===== src/rtl/load_store_unit.sv =====
// load_store_unit: single-outstanding load/store unit with lane steering, extension, misalign and timeout
module load_store_unit #(
    parameter int unsigned TIMEOUT_CYCLES = 255
) (
    input  logic        clk_i,
    input  logic        rst_ni,
    input  logic        req_valid_i,
    output logic        req_ready_o,
    input  logic [1:0]  mem_read_i,
    input  logic [1:0]  mem_write_i,
    input  logic [2:0]  funct3_i,
    input  logic [31:0] addr_i,
    input  logic [31:0] wdata_i,
    output logic        done_o,
    output logic        err_o,
    output logic [31:0] rdata_o,
    output logic        bus_req_o,
    output logic        bus_we_o,
    output logic [31:0] bus_addr_o,
    output logic [3:0]  bus_be_o,
    output logic [31:0] bus_wdata_o,
    input  logic        bus_gnt_i,
    input  logic        bus_rvalid_i,
    input  logic [31:0] bus_rdata_i,
    input  logic        bus_err_i
);
    typedef enum logic [1:0] {IDLE, REQ, WAIT_RSP, RESP} state_t;
    state_t state_q, state_d;
    logic we_q, uns_q, err_q;
    logic [1:0] size_q, size_in;
    logic [31:0] addr_q, wdata_q, rdata_q, cnt_q, shifted, load_val;
    logic accept, is_wr, bad, timeout, in_req;
    logic unused_bits;
    assign is_wr = |mem_write_i;
    assign size_in = is_wr ? mem_write_i : mem_read_i;
    // both or neither size code set is illegal; sizes must be naturally aligned
    assign bad = (is_wr == |mem_read_i) | (size_in == 2'b10 & addr_i[0]) | (size_in == 2'b11 & |addr_i[1:0]);
    assign accept = req_valid_i & req_ready_o;
    assign timeout = (TIMEOUT_CYCLES != 0) && (cnt_q + 32'd1 == TIMEOUT_CYCLES);
    assign shifted = bus_rdata_i >> {addr_q[1:0], 3'b000};
    assign load_val = size_q == 2'b01 ? {{24{shifted[7] & ~uns_q}}, shifted[7:0]} :
                      size_q == 2'b10 ? {{16{shifted[15] & ~uns_q}}, shifted[15:0]} : bus_rdata_i;
    assign unused_bits = ^{funct3_i[1:0], shifted[31:16]};

    always_ff @(posedge clk_i or negedge rst_ni) begin
        if (!rst_ni) state_q <= IDLE;
        else state_q <= state_d;
    end

    always_comb begin
        state_d = state_q;
        case (state_q)
            IDLE:     if (req_valid_i) state_d = bad ? RESP : REQ;
            REQ:      if (bus_gnt_i) state_d = WAIT_RSP;
            WAIT_RSP: if (bus_rvalid_i || timeout) state_d = RESP;
            default:  state_d = IDLE;
        endcase
    end

    always_comb begin
        in_req = state_q == REQ;
        req_ready_o = state_q == IDLE;
        done_o = state_q == RESP;
        err_o = done_o & err_q;
        rdata_o = rdata_q;
        bus_req_o = in_req;
        bus_we_o = in_req & we_q;
        bus_addr_o = in_req ? {addr_q[31:2], 2'b00} : 32'd0;
        bus_be_o = !in_req ? 4'b0000 : size_q == 2'b01 ? 4'b0001 << addr_q[1:0] :
                   size_q == 2'b10 ? 4'b0011 << addr_q[1:0] : 4'b1111;
        bus_wdata_o = !in_req ? 32'd0 : size_q == 2'b01 ? {4{wdata_q[7:0]}} :
                      size_q == 2'b10 ? {2{wdata_q[15:0]}} : wdata_q;
    end

    // rdata_q only changes on the way into RESP so it holds between completions
    always_ff @(posedge clk_i or negedge rst_ni) begin
        if (!rst_ni) begin
            we_q <= 1'b0;
            uns_q <= 1'b0;
            err_q <= 1'b0;
            size_q <= 2'b00;
            addr_q <= 32'd0;
            wdata_q <= 32'd0;
            rdata_q <= 32'd0;
            cnt_q <= 32'd0;
        end else begin
            cnt_q <= state_q == WAIT_RSP ? cnt_q + 32'd1 : 32'd0;
            if (accept) begin
                we_q <= is_wr;
                uns_q <= funct3_i[2];
                err_q <= bad;
                size_q <= size_in;
                addr_q <= addr_i;
                wdata_q <= wdata_i;
                if (bad) rdata_q <= 32'd0;
            end
            if (state_q == WAIT_RSP && bus_rvalid_i) begin
                err_q <= bus_err_i;
                rdata_q <= (bus_err_i | we_q) ? 32'd0 : load_val;
            end else if (state_q == WAIT_RSP && timeout) begin
                err_q <= 1'b1;
                rdata_q <= 32'd0;
            end
        end
    end
endmodule


===== config.mk =====
export PLATFORM = sky130hd
export DESIGN_NAME = load_store_unit
export DESIGN_NICKNAME = d
export VERILOG_FILES = /design/src/rtl/load_store_unit.sv
export SDC_FILE = /design/constraint.sdc
export NUM_CORES = 1
export LEC_CHECK = 0
export ABC_AREA = 1
export BUFFER_PORTS_ARGS = -buffer_cell sky130_fd_sc_hd__buf_4
export CORE_MARGIN = 2
export CORE_UTILIZATION = 55
export CTS_CLUSTER_SIZE = 30
export DETAILED_ROUTE_END_ITERATION = 7
export PLACE_DENSITY = 0.94
export RECOVER_POWER = 25
export SLEW_MARGIN = 25
export SYNTH_ARGS = -nofsm -noshare
export SYNTH_HDL_FRONTEND = slang
export SYNTH_SLANG_ARGS = --single-unit

===== constraint.sdc =====
create_clock -name clk_i -period 3.4 [get_ports clk_i]
set_input_delay 0.68 -clock clk_i [delete_from_list [all_inputs] [get_ports clk_i]]
set_output_delay 0.68 -clock clk_i [all_outputs]
set_load 0.05 [all_outputs]

==> results of run 1 <==
registers in the layout (all words and copies together), names as in the netlist:
signal	count
addr_q	32
cnt_q	32
err_q	1
rdata_o	32
size_q	2
state_q	2
uns_q	1
wdata_q	32
we_q	1
repair_timing:
item / CTS / global route
hold buffers: 0 / 0
gates resized for setup: 0 / 1
setup endpoints to repair: 0 / 9
endpoints found under the hold margin: 0 / 0
worst paths after layout:
path | start | to | slack (ns)
max in group asynchronous | rst_ni | addr_q[20] | 0.59
setup / recovery | state_q[1] | bus_wdata_o[12] | 0.23
hold reg to reg | cnt_q[0] | cnt_q[0] | 0.46
min in group asynchronous | rst_ni | rdata_o[12] | 0.60
hold / removal | addr_i[26] | addr_q[26] | 0.45
setup reg to reg | cnt_q[1] | rdata_o[4] | 0.63
cell families after synthesis:
group / Yosys count / share of synthesized area
AOI/OAI and AO/OA: 128 / 0.0944
xor gates and xnor gates: 4 / 0.00460
adders and majority gates: 10 / 0.0164
buffers and inverters: 148 / 0.0773
DFF: 135 / 0.443
other: 1 / 0.000492
and+or+nand+nor: 645 / 0.363
power groups by stage:
stage          logic [uW]  clock network (uW)  registers [uW]
2_1_floorplan        2730                   0            3050
3_3_place_gp         4560                   0            2550
3_5_place_dp         4670                   0            2570
4_1_cts              4700                1920            2560
5_1_grt              5070                1990            2640
6_report             4710                1890            2570
metrics by stage:
stage	setup slack (ns)	hold slack [ns]	instances	instance area (sq um)	util
after floorplan	0.325	0.384	1072	7620	-
final	0.229	0.451	1462	9950	0.725
after detailed placement	0.530	0.457	1430	9360	0.682
after CTS	0.0757	0.350	1462	9970	0.727
after global placement	0.584	0.448	1430	9360	0.682
after global routing	0.0890	0.451	1462	9950	0.725
layer usage:
metal / part of all wire / up-vias
li1: - / 3770
met1: 0.39 / 3640
met2: 0.47 / 417
met3: 0.089 / 82
met4: 0.044 / 0
met5: 0 / -
Yosys cell counts, types with 10 or more instances:
cell                       instances  area [sq um]
sky130_fd_sc_hd__o21ai_0          49           245
sky130_fd_sc_hd__o221ai_1         14           123
sky130_fd_sc_hd__ha_1             10           125
sky130_fd_sc_hd__dfrtp_1         135          3380
sky130_fd_sc_hd__nor2_1           99           372
sky130_fd_sc_hd__clkbuf_1         37           139
sky130_fd_sc_hd__nand3b_1         12          90.1
sky130_fd_sc_hd__a21oi_1          46           230
sky130_fd_sc_hd__nand2_1         443          1660
sky130_fd_sc_hd__inv_1            97           364
sky130_fd_sc_hd__nand3_2          19           190
sky130_fd_sc_hd__nand3_1          37           185
area by class of cell:
type                    count  share of cell area
repair buffers            225               0.169
flip-flops and latches    135               0.339
multi-input cells         789               0.369
inverters                 101              0.0385
clock buffers              19              0.0445
well taps                 180              0.0226
clock inverters            13              0.0170
critical path: stages, from the launching register on:
cell and delay (ns):
sky130_fd_sc_hd__dfrtp_1 0.41, sky130_fd_sc_hd__inv_1 0.10, sky130_fd_sc_hd__ha_2 0.54, sky130_fd_sc_hd__clkinvlp_4 0.48, sky130_fd_sc_hd__a21oi_1 0.29, sky130_fd_sc_hd__buf_4 0.24
==> results.txt, run 1 <==
The total negative slack for setup checks is 0 ns. The number of different library cells used by synthesis comes to 36. Clock insertion delay at the later pin of the skew report: 0.42 ns.

The row count was 43; the met3 routing resource usage after global routing was 0.0660. The clock-pin slew of the registers on the worst-case setup and hold paths was 0.06 ns. The synthesized area is 0.00762 sq mm, and the synthesized netlist cell count is 1071.

The initial antenna violation count was 0. Entering global routing, the biggest net connects 74 pins. TritonCTS built the clock tree. The diode insertion count for antenna repair is 0, and the boundary pin count is 214. Fill cells in the final layout number 1051. The run gives 4690 uW as the design internal power. The tools report the via count of the first global-routing pass as 7342. Data arrives at the worst endpoint at 2.49 ns. The worst setup path is launched from a flip-flop. Counting every sink on the clock net gives 135. Setup repair after global routing left no endpoint under its margin. After synthesis, the mean cell area works out to 7.11 sq um. For the total clock buffers created by CTS, the log shows 17.

The tools report the final clock skew as 0.00880 ns. The flow ran to the end, but the final reports show violations. For the sequential fraction of the synthesis area, the log shows 0.443. The final hold violation count is 0.

The maximum clock insertion buffer count is 2, and the half-perimeter wire length after placement is 15200 um. Global routing finished with a remaining overflow of 0. For the pin with the worst max-slew slack, the measured transition is 1.51 ns. The setup path with the least slack is of type reg2out. In this run the power spent charging and discharging nets is 4480 uW. Based on the critical path, the design can be clocked at up to 315 MHz. STA puts the critical path data required time at 2.72 ns.

The met2 usage is 0.469. After detailed routing, the total wire length is 21300 um. The run gives 0.936 as the last weighted congestion value of the routability-driven placer.

Part of the power in combinational logic: 0.514. The tools report the kind of capture point of the worst setup path as an output port. The top cell types in the final layout, fill and taps aside, are 442 x sky130_fd_sc_hd__nand2_1, 222 x sky130_fd_sc_hd__buf_4, 135 x sky130_fd_sc_hd__dfrtp_1, 99 x sky130_fd_sc_hd__nor2_1, 96 x sky130_fd_sc_hd__inv_1. For the first-pass GRT wire length, the log shows 34300 um.

The async set-or-reset flop fraction in the synthesized netlist was 1.00; the area inside the core boundary was 0.0137 sq mm. In the routed design, unresolved DRC markers number 0. The fraction of final layout cells sized beyond drive strength 1 is 0.236, and the area occupied by multi-input gates is 0.00367 sq mm. The tools report the remaining antenna violation count as 0.

Counting flops with a built-in enable in the synthesized netlist gives 0. In this run the horizontal extent of the chip is 122 um. The cell depth of the worst flop-to-flop path was 14; the max-slew headroom at the worst pin was -0.00435. The sequential share of power came out at 0.280. The max-slew violation count is 61.

In the final routed layout, each cell accounts on average for 14.6 um. The first TritonRoute pass finished after 5 iterations. The class of the most critical hold timing path was in2reg. In this run the most used layer during global routing was met2.

Leaving out fill and tap cells, the most frequent cell in the layout is sky130_fd_sc_hd__nand2_1. The logs give 0 for the number of buffers inserted by post-CTS setup repair and 0.00338 sq mm for the combined flip-flop and latch cell area. From synthesis to final layout, the design area changed by 30.6%. The floorplan step defined a die boundary enclosing 0.0148 sq mm. The clock tree synthesis step divided the H-tree into 4 levels.

The post-route fraction of the period consumed by the critical path is 0.933. In the final design database the tool counted 1388 nets. The first routing iteration left 786 violations.

The fraction of power spent switching nets was 0.489; the leakage power total was 0.00549 uW. The part of the total power dissipated in the clock network is 0.206, and the number of port buffers is 209. The most used flip-flop cell after synthesis is sky130_fd_sc_hd__dfrtp_1. The met1 track utilization from global routing is 0.373, and the routed via count is 7909.

For this run, the number of Yosys warnings is 0. The run gives 0 as the setup violation total in the final timing report. Clock tree synthesis selected as its root buffer the cell sky130_fd_sc_hd__clkbuf_16. The starting utilization of the core area is 0.555, and the y dimension of the die is 122 um. The number of maximum-capacitance violations was 1; the total global-route track usage was 0.292. In this run, synthesis produced a sequential element count of 135. VDD sags by at most 0.667 mV. The final critical-path required period is 3.17 ns. The design draws 9170 uW.

The number of stages on the worst hold path is 3. After detailed routing, the number of vias per cell comes to 5.41. In this run the power density over the cells is 922 mW/mm^2. In this run the worst path has a maximum fanout of 27.

The checks that failed: max-capacitance violations, max-slew violations.
Note: power is estimated with default switching activity, not from simulation.
==> run 2, diff against run 1 <==
- ABC_AREA: 1 -> not set
- CORE_UTILIZATION: 55 -> 35
- PLACE_DENSITY: 0.94 -> 0.68
==> run 2 against run 1 <==
The flow still finishes with violations (max-capacitance violations, max-slew violations); clock-buffer cell count shrank 2; die area grew 52%; sequential power grew 7%; cell area shrank 0.64%; sequential share of layout area grew 0.22 points; final cell count shrank 13%; critical endpoint is now bus_wdata_o[20]; largest cell class unchanged; highest routed layer unchanged.
==> results.txt, run 2 <==
The flow ran to the end, but the final reports show violations. The final reports fail on max-capacitance violations, max-slew violations. The flop and latch count out of synthesis came out at 135.

Total power divided by cell area: 953 mW/mm^2. The total global-route track usage is 0.191, and the sequential fraction of the synthesis area is 0.452. The number of maximum-capacitance violations was 1. Dividing the detail-routed via count by the number of cells gives 5.13.

Total net switching power: 4520 uW. Setup violations remaining at the end of the flow were counted as 0. The half-perimeter wire length after placement is 15700 um. Among all flip-flop cells after synthesis, the most frequent one is sky130_fd_sc_hd__dfrtp_1. The critical path goes through nand2b_1, nand2_1, nand2_1, a21oi_1, buf_4. The buffer and inverter count on the worst path was 1; the area growth from synthesis to layout was 32.3%.

The logs give 0.0107 ns for the final clock skew and 0 for the initial antenna violation count. The library cells used most frequently in the layout, excluding fill and tap cells, are 223 x sky130_fd_sc_hd__buf_4, 135 x sky130_fd_sc_hd__dfrtp_1, 68 x sky130_fd_sc_hd__nor2_1, 68 x sky130_fd_sc_hd__mux2_2, 64 x sky130_fd_sc_hd__nand2_1. The tools report the aggregate global routing overflow as 0. The worst setup path is launched from a flip-flop.

The average instance in the mapped netlist occupies 9.45 sq um. The largest fanout of any net on the critical path works out to 21. The library cell used most frequently in the layout, excluding fill and tap cells, is sky130_fd_sc_hd__buf_4. The filler cell count in the final layout is 2014, and the largest vdd supply drop is 0.533 mV.

The finished layout holds 1275 standard cells, fillers aside. The run gives 0.0210 sq mm as the area inside the core boundary. Setup repair after global routing left no endpoint under its margin. The finished cells cover 0.00989 sq mm.

The first-pass GRT wire length is 33700 um, and the sink count of the clock tree is 135. The row count came out at 53. In this run, CTS created clock tree buffers numbering 17. Clock tree synthesis selected as its root buffer the cell sky130_fd_sc_hd__clkbuf_16. The cell with the most instances on the worst path was sky130_fd_sc_hd__nand2_1.

Number of port buffers: 209. The cell taking the most area after synthesis is sky130_fd_sc_hd__dfrtp_1. The largest delay contributor family on the critical path is simple AND/OR/NAND/NOR gates.

Leakage power total: 0.00450 uW. The y dimension of the die is 150 um. The min-delay analysis places its worst path in the category in2reg. Summing all flip-flop and latch instances after layout gives 0.00338 sq mm.

For the diode insertion count for antenna repair, the log shows 0. The fraction of synthesized cell area taken by the top area cell type was 0.452. The die covers 0.0225 sq mm. The run gives 0.186 as the part of the total power dissipated in the clock network. Data on the critical path is required at its endpoint by 2.72 ns. After detailed placement, the design holds a cell count of 1243. The fraction of final layout cells sized beyond drive strength 1 was 0.336.

TritonCTS built the clock tree. On the worst path, the slowest cell contributes a delay of 0.79 ns. After the last flow step, the layout net total stands at 1106. STA puts the critical path data arrival time at 2.56 ns. The final critical-path required period works out to 3.24 ns. Yosys attributes the largest share of cell area to sky130_fd_sc_hd__dfrtp_1 45%, sky130_fd_sc_hd__mux2_2 10%, sky130_fd_sc_hd__and2_1 3.7%, sky130_fd_sc_hd__nor2_1 3.4%, sky130_fd_sc_hd__nand2_1 3.3%. The logs give 66 for the maximum number of pins on one net before global-route repair and 2 for the maximum clock insertion buffer count.

The max-slew headroom at the worst pin is -0.555, and the synthesized netlist cell count is 791. Derived from the worst setup path, the maximum achievable clock frequency is 308 MHz. For this run, design rule violations remaining after detail routing come to 0.

The H-tree depth is 4. The final hold violation count came out at 0. The first routing iteration left 488 violations. The first detailed-routing pass ran for 4 iterations. The fraction of power spent switching nets is 0.479, and the width of the chip is 150 um.

Clock-pin slew was measured on the worst setup and hold paths at 0.07 ns. The routed via count came out at 6545. Number of flops mapped to enable cells by yosys: 0. The async set-or-reset flop fraction in the synthesized netlist is 1.00. For the starting utilization of the core area, the log shows 0.356. Summing internal, switching and leakage power gives 9430 uW. The mapped netlist covers 0.00747 sq mm. The max-slew violation count is 42, and the total of warnings raised by yosys is 0. Post-route fraction of the period consumed by the critical path: 0.953. The average wire per standard cell was 16.6 um. Library cell contributing the largest single delay on the critical path: sky130_fd_sc_hd__dfrtp_1. In this run, post-CTS repair resized a total of 0 instances. The most used standard cell by instance count after synthesis is sky130_fd_sc_hd__dfrtp_1.

Buffers added to address setup during post-CTS repair amount to 0. Once detail routing completed, the nets flagged for antenna violations numbered 0. The run gives 0.290 as the sequential share of power.

Summing all placed instances gives a cell area of 0.00934 sq mm. The internal power of the cells totals 4910 uW. Critical setup path kind: reg2out. The tools report the part of the power in combinational logic as 0.523.

By count the netlist is led by 135 x sky130_fd_sc_hd__dfrtp_1, 68 x sky130_fd_sc_hd__mux2_2, 68 x sky130_fd_sc_hd__nor2_1. The area occupied by multi-input gates was 0.00372 sq mm. Adding up every negative setup slack in the final design gives 0 ns.

The logs give 214 for the boundary pin count and 0.43 ns for the clock insertion delay at the later pin of the skew report. Hold is met by 0.476 ns. The kind of capture point of the worst setup path was an output port. Summed over all layers, the routed wires come to 21100 um.

The number of different library cells used by synthesis comes to 58. The logs give 0 for the number of buffers inserted by hold repair at cts and 0.886 for the last weighted congestion value of the routability-driven placer. For the pin with the worst max-slew slack, the measured transition is 2.33 ns. The run gives 6526 as the via count of the first global-routing pass.
## run 2: metal layers
metal	GRT usage	part of all wire
met1	0.243	0.42
met2	0.303	0.46
met3	0.0730	0.099
met4	0.0580	0.016
met5	0	0
## run 2: metrics by stage
| step | setup WS [ns] | utilization |
|---|---|---|
| floorplan | 0.0583 | - |
| global placement | 0.446 | 0.444 |
| detailed placement | 0.359 | 0.444 |
| CTS | 0.181 | 0.471 |
| global route | 0.0229 | 0.470 |
| finish | 0.158 | 0.470 |
## run 2: cells by family after synthesis
kind of cell | Yosys count | share of synthesized area
AND/OR/NAND/NOR | 278 | 0.191
flip-flops | 135 | 0.452
buffers and inverters | 95 | 0.0517
multiplexers | 85 | 0.125
adder cells (fa/ha/maj) | 10 | 0.0167
other | 1 | 0.000502
XOR/XNOR | 30 | 0.0352
AO/OA/AOI/OAI | 157 | 0.127
## run 2: path summary, 6_finish.rpt
path / slack [ns] / end / cells after the start / start
setup reg to reg: 0.33 / rdata_o[5] / 10 / cnt_q[0]
hold / removal: 0.48 / wdata_q[6] / 2 / wdata_i[6]
min in group asynchronous: 0.94 / addr_q[3] / 1 / rst_ni
max in group asynchronous: 0.99 / rdata_o[6] / 2 / rst_ni
setup / recovery: 0.16 / bus_wdata_o[20] / 5 / size_q[0]
hold reg to reg: 0.50 / addr_q[25] / 1 / addr_q[25]
## run 2: power by group through the flow
stage / clock network, uW / registers [uW] / logic, uW
3_3_place_gp: 0 / 2740 / 4880
6_report: 1760 / 2740 / 4930
5_1_grt: 1880 / 2820 / 5290
4_1_cts: 1810 / 2740 / 4970
3_5_place_dp: 0 / 2770 / 4950
2_1_floorplan: 0 / 3140 / 3030
## run 2: layout make-up
cell class	count	area share
Tap cell	275	0.0348
Clock buffer	17	0.0430
Clock inverter	15	0.0133
Inverter	45	0.0171
Multi-Input combinational cell	562	0.376
Timing Repair Buffer	226	0.174
Sequential cell	135	0.342
==> run 3, diff against run 2 <==
- CORE_ASPECT_RATIO: not set -> 0.8
==> run 3 against run 2 <==
The flow finishes with violations (design-rule violations, max-capacitance violations, max-slew violations); clock skew down 0.0025 ns; sequential power fell by 2%; total power is 1.4% higher; maximum frequency grew 2.6%; cell area up 0.29%; final cell count fell by 0.16%; combinational power is 3% higher; clock power increased by 3%; sequential share of layout area is 0.099 points lower; critical path depth up 6; wire length increased by 6.6%; global-route usage up 1.1 points; largest power group unchanged.
==> results.txt, run 3 (synthesized netlist as in run 2, its figures left out) <==
The flow ran to the end, but the final reports show violations. The checks that failed: design-rule violations, max-capacitance violations, max-slew violations. The logs give 2 for the maximum clock insertion buffer count and 2001 for the filler cell count in the final layout. The total power divided by cell area was 964 mW/mm^2; the initial antenna violation count was 0. The fraction of final layout cells sized beyond drive strength 1 works out to 0.336. The die covers 0.0225 sq mm. Setup repair after global routing left no endpoint under its margin. The detailed router finished its first iteration with 577 violations. The total area inside the core boundary comes to 0.0208 sq mm. After detailed routing, the average wire length per cell comes to 17.7 um.

The final critical-path required period was 3.16 ns. The H-tree generated during clock tree synthesis spans 4 levels. The tools report the max-slew violation count as 49. The wire-length estimate of the detail-placed layout is 16500 um. Dividing the detail-routed via count by the number of cells gives 5.22. The required time of the critical path was 3.69 ns.

The logs give 17 for the total clock buffers created by CTS and 0 for the remaining antenna violation count. Measured along the y axis, the die boundary spans 135 um. In this run the core area contains 47 standard-cell rows. For the final clock skew, the log shows 0.00828 ns. For the number of maximum-capacitance violations, the log shows 1. In this run, post-CTS hold repair placed 0 buffers. Across the whole layout, storage elements account for 0.00338 sq mm. Worst-margin pin slew: 2.67 ns. Largest vdd supply drop: 0.528 mV. The tools report the diode insertion count for antenna repair as 0.

The via count of the first global-routing pass came out at 6507. Summed over all failing endpoints, the final setup total negative slack is 0 ns. The setup violation total in the final timing report is 0, and the final wirelength is 22500 um. The buffer cell driving the clock tree root is sky130_fd_sc_hd__clkbuf_16. The logs give 0.24 ns for the worst reg-to-reg setup slack and -0.783 for the max-slew headroom at the worst pin. For the part of the power in combinational logic, the log shows 0.530. The capture point of the worst reg-to-reg path was rdata_o[5]. Post-route fraction of the period consumed by the critical path: 0.929. TritonCTS built the clock tree.

The largest fanout of any net on the critical path was 33. The number of stages on the worst hold path came out at 2. The kind of capture point of the worst setup path is a flip-flop. In the routed design, unresolved DRC markers number 13. Counting every sink on the clock net gives 135.

In this run the post-CTS setup repair buffer count came out at 0. The run gives 0.190 as the part of the total power dissipated in the clock network. The later pin in the worst-skew pair is clocked with a latency of 0.41 ns. Summed over all nets, the switching power comes to 4500 uW. 214 I/O pins were placed. The final hold violation count was 0.

The clock-pin slew of the registers on the worst-case setup and hold paths works out to 0.06 ns. The worst hold path terminates at addr_q[11]. The tools report the design internal power as 5050 uW.

The class of the most critical hold timing path is in2reg. The width of the chip came out at 167 um. Compared with the post-synthesis result, the final layout area differs by 32.7%.

The tools report the starting utilization of the core area as 0.359. Static timing analysis puts the maximum clock frequency at 317 MHz. Routability-driven placement finished with a final weighted congestion of 0.886. Across all layers, the routed design uses 6645 vias. The worst setup path is of the reg2reg kind. Summed over all layers, the global routing overflow is 0.

The final layout contains 1110 nets. Entering global routing, the biggest net connects 66 pins. The startpoint identified for the worst register-to-register timing path is cnt_q[1].

The top cell types in the final layout, fill and taps aside, are 226 x sky130_fd_sc_hd__buf_4, 135 x sky130_fd_sc_hd__dfrtp_1, 68 x sky130_fd_sc_hd__nor2_1, 68 x sky130_fd_sc_hd__mux2_2, 64 x sky130_fd_sc_hd__nand2_1. The number of cells on the worst reg-to-reg path is 11. Once routing completed, OpenROAD measured the worst setup slack at 0.241 ns. Sequential share of power: 0.281. The startpoint identified for the worst hold timing path is addr_i[11].

The worst slack at placement was 0.338 ns. Buffers placed on the I/O ports in this run total 209. The tools report the critical path launch point type as a flip-flop. The run gives 3.45 ns as the worst path arrival time. Leakage power total: 0.00451 uW.

Summing all multi-input logic gate instances after layout gives 0.00373 sq mm. Commonest non-fill, non-tap cell in the layout: sky130_fd_sc_hd__buf_4. The first-pass iteration count of the detailed router came out at 7. The fraction of power spent switching nets is 0.472, and the number of gates resized after CTS is 0. The first global-routing pass estimated 35800 um of wire.

The total global-route track usage is 0.203.
-- run 3: through the flow --
stage                     hold slack, ns   util  cells  cell area, sq um  power [uW]
after floorplan                    0.384      -    792              7480        6160
after global placement             0.480  0.450   1241              9360        7700
after detailed placement           0.485  0.450   1241              9360        7790
after CTS                          0.203  0.477   1273              9930        9620
after global routing               0.470  0.476   1273              9920       10100
final                              0.489  0.476   1273              9920        9550
-- run 3: critical path, stage by stage (launching register included) --
cell and delay, ns:
sky130_fd_sc_hd__dfrtp_1 0.48, sky130_fd_sc_hd__ha_1 0.30, sky130_fd_sc_hd__nand4_1 0.23, sky130_fd_sc_hd__nor3_2 0.43, sky130_fd_sc_hd__buf_4 0.22, sky130_fd_sc_hd__nand3_1 0.06
sky130_fd_sc_hd__o31ai_1 0.12, sky130_fd_sc_hd__nand3_1 0.19, sky130_fd_sc_hd__nor4_4 0.47, sky130_fd_sc_hd__a2bb2oi_2 0.21, sky130_fd_sc_hd__buf_12 0.21, sky130_fd_sc_hd__o21ai_1 0.09
-- run 3: power groups by stage --
stage	logic, uW	registers (uW)	clock network [uW]
after floorplan	3030	3140	0
after global routing	5400	2760	1920
after global placement	5020	2680	0
final	5060	2680	1810
after detailed placement	5080	2700	0
after CTS	5100	2680	1840
-- run 3: worst max-delay path by stage --
stage               from              end  slack [ns]  depth (start not counted)
6_report        cnt_q[1]       rdata_o[5]        0.24                         11
3_5_place_dp    cnt_q[0]       rdata_o[5]        0.34                         10
5_1_grt         cnt_q[0]      rdata_o[24]        0.04                         11
4_1_cts         cnt_q[0]            err_q        0.33                         10
2_1_floorplan  size_q[1]  bus_wdata_o[30]        0.06                          5
3_3_place_gp    cnt_q[0]            err_q        0.43                         11
-- run 3: layout make-up --
class,instances,share of cell area
multi-input combinational,562,0.376
sequential,135,0.341
timing repair buffer,230,0.175
clock buffer,21,0.0444
tap,269,0.0339
inverter,45,0.0170
clock inverter,11,0.0127
-- run 3: routing by layer --
metal,share of wire,up-vias,global-route usage,routed length [um]
met1,0.44,3221,0.270,9930
met3,0.099,26,0.0730,2240
met5,0,-,0,0
met4,0.015,0,0.0565,331
li1,-,3136,-,-
met2,0.45,262,0.312,10000
